### config.mk
export PLATFORM = sky130hd
export DESIGN_NAME = serial_adder_fsm
export DESIGN_NICKNAME = d
export VERILOG_FILES = /design/src/rtl/serial_adder_pkg.sv /design/src/rtl/serial_adder_fsm_fa.sv /design/src/rtl/serial_adder_fsm.sv
export SDC_FILE = /design/constraint.sdc
export NUM_CORES = 1
export LEC_CHECK = 0
export BUFFER_PORTS_ARGS = -buffer_cell sky130_fd_sc_hd__clkbuf_2
export CAP_MARGIN = 20
export CORE_ASPECT_RATIO = 0.6
export CORE_UTILIZATION = 42
export DETAILED_ROUTE_END_ITERATION = 6
export HOLD_SLACK_MARGIN = 0.05
export PLACE_DENSITY_LB_ADDON = 0.12
export RECOVER_POWER = 50
export SYNTH_ARGS = -nofsm -noshare
export SYNTH_HDL_FRONTEND = slang
export SYNTH_SLANG_ARGS = --single-unit
### constraint.sdc
create_clock -name clk -period 4.2 [get_ports clk]
set_clock_uncertainty 0.2 [all_clocks]
set_input_delay 0.42 -clock clk [delete_from_list [all_inputs] [get_ports clk]]
set_output_delay 0.42 -clock clk [all_outputs]
set_load 0.01 [all_outputs]
### src/rtl/serial_adder_pkg.sv
// Shared types for the bit-serial adder.
// Optional subtract path: SERIAL_ADDER_SUB_EN.
package serial_adder_pkg;

  typedef enum logic [1:0] {
    ST_IDLE = 2'b00,
    ST_RUN  = 2'b01,
    ST_DONE = 2'b10
  } sa_state_t;

  localparam int SA_MAX_WIDTH = 32;

  function automatic int sa_cnt_w(input int w);
    return (w > 1) ? $clog2(w) : 1;
  endfunction

endpackage

### src/rtl/serial_adder_fsm_fa.sv
// Single combinational 1-bit full-adder cell.
// Shared by every bit position of the serial adder.
module fa_bit_cell (
  input  logic a,
  input  logic b,
  input  logic ci,
  output logic s,
  output logic co
);

  assign s  = a ^ b ^ ci;
  assign co = (a & b) | (a & ci) | (b & ci);

endmodule

### src/rtl/serial_adder_fsm.sv
// Bit-serial N-bit adder: one full-adder cell, LSB first.
// Build option SERIAL_ADDER_SUB_EN adds the sub_en port (A-B).
module serial_adder_fsm
  import serial_adder_pkg::*;
#(
  parameter int WIDTH = 8
) (
  input  logic             clk,
  input  logic             rst_n,
  input  logic             in_valid,
  output logic             in_ready,
  input  logic [WIDTH-1:0] a_in,
  input  logic [WIDTH-1:0] b_in,
  input  logic             cin,
`ifdef SERIAL_ADDER_SUB_EN
  input  logic             sub_en,
`endif
  output logic             out_valid,
  input  logic             out_ready,
  output logic [WIDTH-1:0] sum_out,
  output logic             cout,
  output logic             busy
);

  localparam int CW = sa_cnt_w(WIDTH);
  localparam logic [CW-1:0] LAST = CW'(WIDTH - 1);

  sa_state_t        r_state;
  sa_state_t        w_next;
  logic [WIDTH-1:0] r_a_sh;
  logic [WIDTH-1:0] r_b_sh;
  logic [WIDTH-1:0] r_sum_sh;
  logic [WIDTH-1:0] w_sum_nx;
  logic             r_carry;
  logic [CW-1:0]    r_bit_cnt;
  logic             w_s;
  logic             w_co;
  logic             w_sub;
  logic             w_accept;

`ifdef SERIAL_ADDER_SUB_EN
  assign w_sub = sub_en;
`else
  assign w_sub = 1'b0;
`endif

  assign w_accept = in_valid && in_ready;

  fa_bit_cell u_fa (
    .a  (r_a_sh[0]),
    .b  (r_b_sh[0]),
    .ci (r_carry),
    .s  (w_s),
    .co (w_co)
  );

  generate
    if (WIDTH == 1) begin : g_w1
      assign w_sum_nx = w_s;
    end else begin : g_wn
      assign w_sum_nx = {w_s, r_sum_sh[WIDTH-1:1]};
    end
  endgenerate

  always_ff @(posedge clk or negedge rst_n) begin
    if (!rst_n) begin
      r_state <= ST_IDLE;
    end else begin
      r_state <= w_next;
    end
  end

  always_comb begin
    w_next = r_state;
    case (r_state)
      ST_IDLE: if (in_valid) w_next = ST_RUN;
      ST_RUN:  if (r_bit_cnt == LAST) w_next = ST_DONE;
      ST_DONE: if (out_ready) w_next = ST_IDLE;
      default: w_next = ST_IDLE;
    endcase
  end

  always_comb begin
    in_ready  = (r_state == ST_IDLE);
    out_valid = (r_state == ST_DONE);
    busy      = (r_state == ST_RUN) || (r_state == ST_DONE);
    sum_out   = out_valid ? r_sum_sh : '0;
    cout      = out_valid ? r_carry : 1'b0;
  end

  // Subtract is A + ~B + 1, so the carry seeds to 1 and cin is ignored.
  always_ff @(posedge clk or negedge rst_n) begin
    if (!rst_n) begin
      r_a_sh    <= '0;
      r_b_sh    <= '0;
      r_sum_sh  <= '0;
      r_carry   <= 1'b0;
      r_bit_cnt <= '0;
    end else if (w_accept) begin
      r_a_sh    <= a_in;
      r_b_sh    <= w_sub ? ~b_in : b_in;
      r_carry   <= w_sub ? 1'b1 : cin;
      r_bit_cnt <= '0;
    end else if (r_state == ST_RUN) begin
      r_a_sh    <= r_a_sh >> 1;
      r_b_sh    <= r_b_sh >> 1;
      r_sum_sh  <= w_sum_nx;
      r_carry   <= w_co;
      r_bit_cnt <= r_bit_cnt + 1'b1;
    end
  end

endmodule

==> flow_summary.yaml <==
clock_network:
  clk_pin_slew_ns: 0.07
  cts_resized: 0
  clock-root-buffer: "clkbuf_8"
  htree_num_levels: 2
  clk_latency_ns: 0.29
  cts_buffer_depth: 2
  post-cts-setup-buffer-count: 0
  cts_tree: "done"
  cts_buffers: 5
  clock-sinks: 30
  cts-hold-fix-buffers: 1
finish:
  area_delta_synth_final_pct: 22.3
  fill_cells: 297
  final_nets: 190
  num_antenna_cells: 0
  finalNonFillerCells: 208
  regArea_um2: 751
  multiInputGateArea_um2: 632
  drive_above_1_share: 0.252
routing:
  postRouteWirelength_um: 2630
  routed-via-count: 996
  avgViaCountPerCell: 4.79
  drtIter0Drc: 48
  ant_nets: 0
  drc: 0
  first_pass_iters: 4
  wl_per_cell_um: 12.6
floorplan:
  start_util: 0.440
  core-area_um2: 3260
  die_y_um: 47.3
  die_x_um: 77.5
  ios: 33
  dieArea_um2: 3670
  rows: 16
yosys:
  yosys_warnings: 0
  ys_ff_latch: 30
  synthFlopType: "dfrtp_1"
  syn_area_per_cell_um2: 11.3
  synth_top_area_share: 0.523
  yosysTopAreaCell: "dfrtp_1"
  netlist_area_um2: 1440
  synth_edf_count: 0
  syn_inst: 127
  ys_seq_area_frac: 0.523
  synth_most_common_cell: "dfrtp_1"
  async_flop_share: 1.00
  synth_top_cells_by_count: "dfrtp_1, mux2i_1, nand2_1, o21ai_1"
  synth_nets: 155
  yosysUniqueCellTypes: 14
  synth_top_cells_by_area: "dfrtp_1, mux2i_1, mux2_1"
worst_setup_path:
  crit_chain: "dlygate4sd3_1 > clkbuf_1"
  worstPathRequired_ns: 4.10
  cp_top_family: "buffers and inverters"
  critPathKind: "in -> async"
  startpoint_type: "primary input"
  cp_max_fo: 30
  cp-end-kind: "asynchronous set/reset pin"
  slowest_stage: "clkbuf_1"
  crit_arrival_ns: 2.11
  max_stage_delay_ns: 1.16
  crit_buf_inv: 2
placement:
  place_hpwl_um: 1870
  dpl.cell_count: 198
  gp_congestion: 0.760
  portBuffers: 32
timing:
  fmax_mhz: 453
  hold_slack_ns: 0.141
  hold_viol: 0
  relSlewSlack: -0.0670
  period_share: 0.526
  worst_pin_slew_ns: 1.60
  setup_viol: 0
  final.min_clock_period_ns: 2.21
  setup_tns_ns: 0
  finalMaxSlewViolations: 31
  rsz0062_at_grt: "no"
run_status:
  status: "complete, but fails checks"
  violations: "max-capacitance violations, max-slew violations"
grt:
  grt_pass1_vias: 854
  grt.total_usage: 0.162
  grt_first_pass_wirelength_um: 4120
  grt_overflow_total: 0
  grt_antenna_before_repair: 0
  grt_max_degree: 38
power:
  power_density_nw_per_um2: 748
  leakagePower_nw: 0.851
  ir_worst_vdd_v: 0.000390
run:
  drv_cap: 1
min_path:
  hold_path.class: "in -> reg"
sequential cells by signal, indices dropped and copies added (netlist names):
register,cells
r_a_sh,8
r_b_sh,8
r_bit_cnt,3
r_carry,1
r_state,2
r_sum_sh,8
worst min-delay path, stage by stage:
cell	delay (ns)
clkbuf_2	0.08
nand2_1	0.04
o21ai_1	0.06
path summary, 6_finish.rpt:
| path | from | slack, ns | endpoint | cells after the start |
|---|---|---|---|---|
| worst min-delay path | a_in[1] | 0.14 | r_a_sh[1]$_DFFE_PN0P_ | 3 |
| worst min register to register | r_sum_sh[0]$_DFFE_PN0P_ | 0.28 | r_sum_sh[0]$_DFFE_PN0P_ | 1 |
| min in group asynchronous | rst_n | 0.87 | r_b_sh[5]$_DFFE_PN0P_ | 2 |
| worst max register to register | r_state[1]$_DFFE_PN0P_ | 2.16 | r_state[1]$_DFFE_PN0P_ | 5 |
| worst max-delay path | rst_n | 1.99 | r_sum_sh[5]$_DFFE_PN0P_ | 2 |
| max in group clk | r_state[0]$_DFFE_PN0P_ | 2.14 | cout | 4 |
layout make-up:
cell class                 count  share of cell area
sequential                    30               0.427
multi-input combinational     85               0.360
timing repair buffer          35               0.116
clock buffer                   6              0.0470
tap                           45              0.0321
inverter                       5              0.0107
clock inverter                 2             0.00712
layout by cell type (no fill, tap or decap), types with 5 or more instances in the layout:
cell type / netlist / final
and2_1: 10 / 10
clkbuf_2: 0 / 31
clkbuf_8: 0 / 6
dfrtp_1: 30 / 30
ha_1: 6 / 6
inv_1: 5 / 5
mux2_1: 10 / 10
mux2i_1: 17 / 17
nand2_1: 17 / 17
o21ai_1: 17 / 17
report_power, final:
part	leakage, nW	total (W)	switching, W	internal [W]
clock network	0.0472	0.000244	0.000113	0.000131
logic	0.432	0.000548	0.000277	0.000271
registers	0.372	0.000523	0.0000891	0.000434
metal layers:
metal / share of wire / global-route usage / vias up / routed length [um]
li1: - / - / 496 / -
met1: 0.51 / 0.225 / 472 / 1350
met2: 0.42 / 0.214 / 24 / 1110
met3: 0.054 / 0.0718 / 4 / 142
met4: 0.0095 / 0.0792 / 0 / 25
met5: 0 / 0 / - / 0
cell families (layout without fill, tap and decap cells):
kind of cell | after synthesis | count (layout) | share of synthesized area
and+or+nand+nor | 32 | 32 | 0.105
adders and majority gates | 7 | 7 | 0.0662
DFF | 30 | 30 | 0.523
muxes | 27 | 27 | 0.197
AOI/OAI and AO/OA | 18 | 18 | 0.0662
xor gates and xnor gates | 1 | 1 | 0.00610
buffers and inverters | 12 | 48 | 0.0375
stage by stage:
stage	utilization	instance area [um^2]	power, W	setup slack (ns)
floorplan	-	1440	0.000920	2.46
global placement	0.498	1630	0.00103	2.11
detailed placement	0.498	1630	0.00107	1.96
CTS	0.530	1730	0.00132	1.95
global route	0.538	1760	0.00143	1.63
finish	0.538	1760	0.00131	1.99
No activity file was read; power rests on OpenSTA's default activity.
